$ cat src/rtl/mem_access_unit.sv
// -----------------------------------------------------------------------------
// mem_access_unit
//
// Load/store front-end between the multi-cycle CPU datapath and a data RAM
// with a one-cycle synchronous read port.
//
// It accepts byte-addressed LB/LBU/LH/LHU/LW/SB/SH/SW requests and turns each
// one into a RAM word address, per-lane byte write enables and replicated store
// data. For loads it waits out the RAM read latency, then selects the addressed
// byte or half-word and sign- or zero-extends it. Exactly one response is
// returned per accepted request over a valid/ready handshake.
//
// Sequence of states for one request:
//   IDLE -> ISSUE -> RESP             store
//   IDLE -> ISSUE -> WAIT -> RESP     load
//   IDLE -> RESP                      misaligned / illegal (ERR_ON_MISAL=1)
//
// Ports
//   clk         single clock, all state on posedge
//   resetn      asynchronous active-low reset
//   req_valid   request present
//   req_ready   unit idle, able to accept a request
//   req_we      1 = store, 0 = load
//   req_size    00 byte, 01 half, 10 word, 11 illegal
//   req_signed  loads only: 1 = sign-extend, 0 = zero-extend
//   req_addr    byte address
//   req_wdata   store data, right-justified
//   resp_valid  response present
//   resp_ready  consumer takes the response
//   resp_rdata  extended load data; 0 for stores and errors
//   resp_err    misaligned or illegal request
//   ram_wen     RAM byte-lane write enables (bit i = byte lane i), registered
//   ram_addr    RAM word address, registered
//   ram_wdata   RAM write data, registered
//   ram_rdata   RAM read data, valid the cycle after a read edge
// -----------------------------------------------------------------------------
module mem_access_unit #(
  parameter int BYTE_ADDR_W  = 7,
  parameter bit ERR_ON_MISAL = 1'b1
) (
  input  logic                   clk,
  input  logic                   resetn,
  // request channel
  input  logic                   req_valid,
  output logic                   req_ready,
  input  logic                   req_we,
  input  logic [1:0]             req_size,
  input  logic                   req_signed,
  input  logic [BYTE_ADDR_W-1:0] req_addr,
  input  logic [31:0]            req_wdata,
  // response channel
  output logic                   resp_valid,
  input  logic                   resp_ready,
  output logic [31:0]            resp_rdata,
  output logic                   resp_err,
  // data RAM port
  output logic [3:0]             ram_wen,
  output logic [BYTE_ADDR_W-3:0] ram_addr,
  output logic [31:0]            ram_wdata,
  input  logic [31:0]            ram_rdata
);

  localparam logic [1:0] SZ_BYTE = 2'b00;
  localparam logic [1:0] SZ_HALF = 2'b01;
  localparam logic [1:0] SZ_WORD = 2'b10;
  localparam logic [1:0] SZ_ILL  = 2'b11;

  typedef enum logic [1:0] {
    IDLE  = 2'b00,
    ISSUE = 2'b01,
    WAIT  = 2'b10,
    RESP  = 2'b11
  } state_t;

  state_t state;

  // Request attributes captured on the accepting edge; the request inputs are
  // only guaranteed stable on that edge.
  logic       we_q;
  logic [1:0] size_q;
  logic       signed_q;
  logic [1:0] lo_q;

  // ---------------------------------------------------------------------------
  // Request decode (combinational, looks at the live request inputs)
  // ---------------------------------------------------------------------------
  logic       misal;
  logic [1:0] eff_size;
  logic [1:0] eff_lo;
  logic [3:0] st_lanes;
  logic [31:0] st_data;

  // NOTE: every signal driven from always_comb gets a default at the top of the
  // block so no path can leave it unassigned and infer a latch.
  always_comb begin
    misal    = 1'b0;
    eff_size = req_size;
    eff_lo   = req_addr[1:0];
    st_lanes = 4'b0000;
    st_data  = req_wdata;

    unique case (req_size)
      SZ_BYTE: misal = 1'b0;
      SZ_HALF: misal = req_addr[0];
      SZ_WORD: misal = (req_addr[1:0] != 2'b00);
      SZ_ILL:  misal = 1'b1;
      default: misal = 1'b1;
    endcase

    // With error reporting disabled an illegal size behaves like a word, and
    // the low address bits are forced to the natural alignment of the size.
    if (req_size == SZ_ILL) begin
      eff_size = SZ_WORD;
    end

    unique case (eff_size)
      SZ_BYTE: eff_lo = req_addr[1:0];
      SZ_HALF: eff_lo = {req_addr[1], 1'b0};
      default: eff_lo = 2'b00;
    endcase

    // Little-endian lane selection and data replication so the addressed lane
    // always carries the right-justified store data.
    unique case (eff_size)
      SZ_BYTE: begin
        st_lanes = 4'b0001 << eff_lo;
        st_data  = {4{req_wdata[7:0]}};
      end
      SZ_HALF: begin
        st_lanes = eff_lo[1] ? 4'b1100 : 4'b0011;
        st_data  = {2{req_wdata[15:0]}};
      end
      default: begin
        st_lanes = 4'b1111;
        st_data  = req_wdata;
      end
    endcase
  end

  // ---------------------------------------------------------------------------
  // Load data alignment and extension (uses the latched request attributes and
  // the RAM read data present during WAIT)
  // ---------------------------------------------------------------------------
  logic [7:0]  byte_sel;
  logic [15:0] half_sel;
  logic [31:0] load_ext;

  always_comb begin
    byte_sel = ram_rdata[7:0];
    unique case (lo_q)
      2'd0: byte_sel = ram_rdata[7:0];
      2'd1: byte_sel = ram_rdata[15:8];
      2'd2: byte_sel = ram_rdata[23:16];
      2'd3: byte_sel = ram_rdata[31:24];
      default: byte_sel = ram_rdata[7:0];
    endcase

    half_sel = lo_q[1] ? ram_rdata[31:16] : ram_rdata[15:0];

    // Word loads ignore the signed flag.
    unique case (size_q)
      SZ_BYTE: load_ext = {{24{signed_q & byte_sel[7]}}, byte_sel};
      SZ_HALF: load_ext = {{16{signed_q & half_sel[15]}}, half_sel};
      default: load_ext = ram_rdata;
    endcase
  end

  // ---------------------------------------------------------------------------
  // Control FSM with registered outputs
  // ---------------------------------------------------------------------------
  // NOTE: all state below is updated with non-blocking assignments so every
  // register samples pre-edge values, independent of statement order.
  // NOTE: the asynchronous reset clears every register, including ram_wen, so a
  // store interrupted during ISSUE never reaches the RAM edge with lanes enabled.
  always_ff @(posedge clk or negedge resetn) begin
    if (!resetn) begin
      state      <= IDLE;
      we_q       <= 1'b0;
      size_q     <= SZ_BYTE;
      signed_q   <= 1'b0;
      lo_q       <= 2'b00;
      resp_valid <= 1'b0;
      resp_err   <= 1'b0;
      resp_rdata <= '0;
      ram_wen    <= 4'b0000;
      ram_addr   <= '0;
      ram_wdata  <= '0;
    end else begin
      unique case (state)
        IDLE: begin
          if (req_valid) begin
            we_q     <= req_we;
            size_q   <= eff_size;
            signed_q <= req_signed;
            lo_q     <= eff_lo;
            if (ERR_ON_MISAL && misal) begin
              // Error completes without touching the RAM.
              state      <= RESP;
              resp_valid <= 1'b1;
              resp_err   <= 1'b1;
              resp_rdata <= '0;
            end else begin
              // RAM port outputs are set up now so they are presented
              // throughout ISSUE and the RAM acts on the following edge.
              state    <= ISSUE;
              ram_addr <= req_addr[BYTE_ADDR_W-1:2];
              if (req_we) begin
                ram_wen   <= st_lanes;
                ram_wdata <= st_data;
              end else begin
                ram_wen <= 4'b0000;
              end
            end
          end
        end

        ISSUE: begin
          // The RAM performs its access on this edge; write strobes last
          // exactly one cycle.
          ram_wen <= 4'b0000;
          if (we_q) begin
            state      <= RESP;
            resp_valid <= 1'b1;
            resp_err   <= 1'b0;
            resp_rdata <= '0;
          end else begin
            state <= WAIT;
          end
        end

        WAIT: begin
          // Read data from the ISSUE edge is on ram_rdata now.
          state      <= RESP;
          resp_valid <= 1'b1;
          resp_err   <= 1'b0;
          resp_rdata <= load_ext;
        end

        RESP: begin
          // Response held stable until taken; no accept in this cycle.
          if (resp_ready) begin
            state      <= IDLE;
            resp_valid <= 1'b0;
          end
        end

        default: state <= IDLE;
      endcase
    end
  end

  assign req_ready = (state == IDLE);

endmodule
$ cat config.mk
export PLATFORM = sky130hd
export DESIGN_NAME = mem_access_unit
export DESIGN_NICKNAME = d
export VERILOG_FILES = /design/src/rtl/mem_access_unit.sv
export SDC_FILE = /design/constraint.sdc
export NUM_CORES = 1
export LEC_CHECK = 0
export CAP_MARGIN = 15
export CORE_UTILIZATION = 41
export DETAILED_ROUTE_END_ITERATION = 12
export HOLD_SLACK_MARGIN = 0.12
export PLACE_DENSITY = 0.72
export REMOVE_ABC_BUFFERS = 1
export SETUP_SLACK_MARGIN = 0.1
export SYNTH_ARGS = -nofsm -noshare
export SYNTH_HDL_FRONTEND = slang
export SYNTH_SLANG_ARGS = --single-unit
$ cat constraint.sdc
create_clock -name clk -period 3.05 [get_ports clk]
set_input_delay 0.4575 -clock clk [delete_from_list [all_inputs] [get_ports clk]]
set_output_delay 0.4575 -clock clk [all_outputs]
set_load 0.05 [all_outputs]
# Word level (Yosys, flattened, before mapping)
# Index checks and enable logic that the tools add are counted.
dict set report word_totals {
  reg_bits 83
  in_bits 79
  output_inout_bits 76
}
dict set report op_classes {
  eq_ne 16
  shift 1
  mux 29
  bitwise_logic 3
  reduce_logical 15
}
# op n
set ops {}
lappend ops {{$pmux 32 s2} 2}
lappend ops {{$mux 32} 3}
lappend ops {{$pmux 32 s3} 1}
lappend ops {{$pmux 8 s4} 1}
lappend ops {{$mux 16} 1}
lappend ops {{$mux 4} 4}
lappend ops {{$pmux 4 s2} 2}
lappend ops {{$eq 2x2->1 const B} 6}
lappend ops {{$reduce_and 4->1} 3}
lappend ops {{$eq 2x1->1 const B} 5}
lappend ops {{$logic_not 2->1} 5}
lappend ops {{$mux 2} 4}
lappend ops {{$ne 2x2->1 const B} 4}
lappend ops {{$pmux 1 s4} 2}
lappend ops {{$pmux 2 s4} 1}
lappend ops {{$mux 1} 6}
lappend ops {{$reduce_and 3->1} 2}
lappend ops {{$pmux 2 s2} 1}
lappend ops {{$reduce_and 2->1} 2}
lappend ops {{$reduce_bool 2->1} 2}
lappend ops {{$shl 1x2->4 const A} 1}
lappend ops {{$pmux 1 s3} 1}
lappend ops {{$reduce_bool 3->1} 1}
lappend ops {{$and 1x1->1} 2}
lappend ops {{2 further kinds} 2}

# Depth between registers and ports, before layout
dict set report logic_depth {
  depth_word 10
  mapped_depth 7
  mapped_depth_nobuf 6
}

# Worst setup path before layout
# No wires, ideal clock.
dict set report synth_path {
  kind {flip-flop to flip-flop}
  start {reg state[0]}
  end {reg ram_wen[0]}
  setup_time_ns 0.125
  t_arrival_ns 2.104
  required_ns 2.925
  slack_ns 0.822
  path_stages_with_launch 7
  period_less_slack_ns 2.228
  path_cell_list {dfrtp_1 > inv_1 > ha_1 > clkbuf_1 > nor2b_1 > a31oi_1 > mux2_2}
}
dict set report synth_between {
  elab_chain_len 3
  word_cells_on_any_way 7
}
# item line
set synth_lines {}
lappend synth_lines {{start, declared} 75} ;# state_t state;
lappend synth_lines {{start signal, assigned} 177} ;# state <= IDLE;
lappend synth_lines {{start signal, assigned} 198} ;# state <= RESP;
lappend synth_lines {{start signal, assigned} 205} ;# state <= ISSUE;
lappend synth_lines {{$logic_not 2->1 *} -}
lappend synth_lines {{via req_ready} 45} ;# output logic req_ready,
lappend synth_lines {{$ne 2x2->1 (no line) or $reduce_bool 2->1 (tied branches)} -}
lappend synth_lines {{$reduce_and 3->1 (no line)} -}
lappend synth_lines {{end signal, assigned} 208} ;# ram_wen <= st_lanes;
lappend synth_lines {{end, declared} 57} ;# output logic [3:0] ram_wen,
# The timed path passes the listed nets; every way through them passes the cells marked *.
# A chain may end at the register's enable or synchronous reset.

# Worst setup path after layout
dict set report layout_path {
  start {reg state[0]}
  end {out req_ready}
}
dict set report layout_between {
  elab_chain_len 1
}
# item line
set layout_lines {}
lappend layout_lines {{$logic_not 2->1} 252} ;# assign req_ready = (state == IDLE);
lappend layout_lines {{end, declared} 45}
# Every way passes these cells.

==> impl_metrics.ini <==
[cts]
htree_levels = 3
cts_sinks = 83
hold_buffers = 0
max-clock-path-buffers = 2
clkTransAtPathRegs_ps = 80
cts-root-buf = clkbuf_8
clk_latency_ps = 350
cts_inserted_buffers = 9
cts_setup_buffers = 0
cts_tree = yes
cts_resized = 0

[logic_synthesis]
ys_ff_latch = 83
syn_avg_cell_area_um2 = 11.78
ys_types = 35
ys_warn_count = 0
seq_area_frac_synth_pct = 48.30
synth_area_leaders = dfrtp_1 (48%), mux2_2 (20%), a32o_1 (5.6%)
synth_top_area_share_pct = 48.30
syn_area_um2 = 4300
synth_area_leader_cell = dfrtp_1
syn_inst = 365

[sta]
fin_skew_ps = 8.640
setup_viol = 0
rsz0062_at_grt = no
fin_tns_setup_ps = 0
fin_crit_sh_pct = 90.34
hold_violations = 0
tightest_slew_ps = 628.2
relSlewSlack_pct = 58.02
finalCriticalPeriod_ps = 2755
max_freq_mhz = 362.9
maxSlewViolCount = 0

[cells_and_area]
register_area_um2 = 2077
layout_commonest_cell = clkdlybuf4s50_1
antenna-diode-count = 0
stdcell_area_um2 = 6256
multi_input_area_um2 = 2054
drive_above_1_share_pct = 20.95
syn_to_final_growth_pct = 45.48
final_cell_mix = clkdlybuf4s50_1 (153), dfrtp_1 (83), mux2_2 (76)
num-fill-cells = 855
final_net_count = 604
layout.cells.non_filler = 661

[grt]
grt_usage_pct = 20.45
overflow = 0
grt_first_pass_wirelength_mm = 17.62
antenna_found_initial = 0
grt_pass1_vias = 3495
grt_max_degree = 84

[detailed_routing]
wl_mm = 11.06
num_vias = 3482
routed_via_density = 5.268
drtIter0Drc = 129
ant_nets = 0
wl_per_cell_um = 16.73
drtPass1Iterations = 4
drcViolationCount = 0

[critical_path]
crit_type = reg -> out
end_kind = output port
path_max_fanout = 13
crit_path_start_kind = flip-flop
cp.arrival_ps = 2300
required_ps = 2590

[place]
dp_hpwl_mm = 7.929
gp_congestion = 0.7734
dp.cells = 643
numPortBuffers = 154
place_area_um2 = 5991

[worst_hold_path]
hp-class = reg -> reg

[status]
status = finished clean

[die]
die_w_um = 104.4
die_area_um2 = 10900
std_cell_rows = 37
initial_core_util_pct = 42.03
io_pins = 155
die_h_um = 104.4
core_area_um2 = 10230

[power]
p_leak_nw = 2.630
max-vdd-ir-drop_uv = 660.0
power.density_nw_per_um2 = 1135

[run]
drv_cap = 0
critical path, stage by stage (launching register included):
cell	delay, ps
dfrtp_1	430
inv_1	130
ha_1	480
clkdlybuf4s50_1	890
cell families after synthesis:
logic type / count (synthesis) / share of synthesized area [%]
flops: 83 / 48.30
fa+ha+maj: 5 / 1.455
simple gates: 79 / 9.398
compound gates: 65 / 12.48
buf+inv: 39 / 3.928
mux: 94 / 24.44
registers in the layout, indices dropped and copies added (netlist names):
name        cells
state           2
ram_wdata      32
signed_q        1
ram_addr        5
lo_q            2
ram_wen         4
resp_rdata     32
resp_err        1
we_q            1
size_q          2
resp_valid      1
cell type report:
class,count,share of cell area [%]
clock inverters,4,1.160
clock buffers,12,2.480
well taps,136,2.720
flip-flops and latches,83,33.20
inverters,14,0.8400
repair buffers,169,26.76
multi-input cells,243,32.84
cell usage after synthesis:
library cell	number
a2111o_1	1
o311ai_0	1
a21o_1	1
o21bai_1	1
o21a_1	1
a31oi_1	2
mux2_2	76
a32o_1	24
buf_2	9
a31oi_2	1
a21oi_1	6
a2111oi_0	1
nand2_1	31
o22ai_1	2
buf_1	4
buf_6	1
o21ai_0	14
ha_1	5
a2111oi_4	1
nor2b_1	4
o221ai_1	6
nor2_1	3
nand2b_1	36
o22ai_2	1
inv_1	14
nand4_1	1
nor3_1	2
mux2i_1	15
dfrtp_1	83
mux2_1	2
a211oi_1	2
buf_4	1
mux4_2	1
clkbuf_1	10
nand3_1	2
metrics by stage:
step | hold WS (ps) | power, mW | util [%] | setup slack [ps]
after floorplan | 161.9 | 4.752 | - | -10.42
after global placement | 474.8 | 6.154 | 58.55 | 475.6
after detailed placement | 480.6 | 6.228 | 58.55 | 460.8
after CTS | 329.0 | 7.142 | 60.78 | 274.7
after global routing | 509.5 | 7.443 | 61.15 | 171.1
final | 491.9 | 7.099 | 61.15 | 294.5
report_power, final:
group          switching (mW)  leakage (nW)  internal (mW)
clock                   0.394         0.113          0.505
sequential              0.334          1.06           1.59
combinational            2.66          1.46           1.61
total                    3.39          2.63           3.71
per-layer routing:
| metal | GRT usage (%) | routed length [um] |
|---|---|---|
| met1 | 26.06 | 4789 |
| met2 | 31.93 | 5106 |
| met3 | 7.268 | 1026 |
| met4 | 7.347 | 137 |
| met5 | 0 | 0 |
final timing paths:
| path | from | endpoint | cells past startpoint | slack (ps) |
|---|---|---|---|---|
| min reg2reg | resp_rdata[24] | resp_rdata[24] | 1 | 490 |
| max | state[0] | req_ready | 3 | 290 |
| min | resp_rdata[24] | resp_rdata[24] | 1 | 490 |
| max in group asynchronous | resetn | ram_wdata[29] | 3 | 1850 |
| min in group asynchronous | resetn | resp_rdata[29] | 2 | 570 |
| max reg2reg | state[0] | resp_rdata[2] | 6 | 480 |
Power figures use the tool's default switching activity.
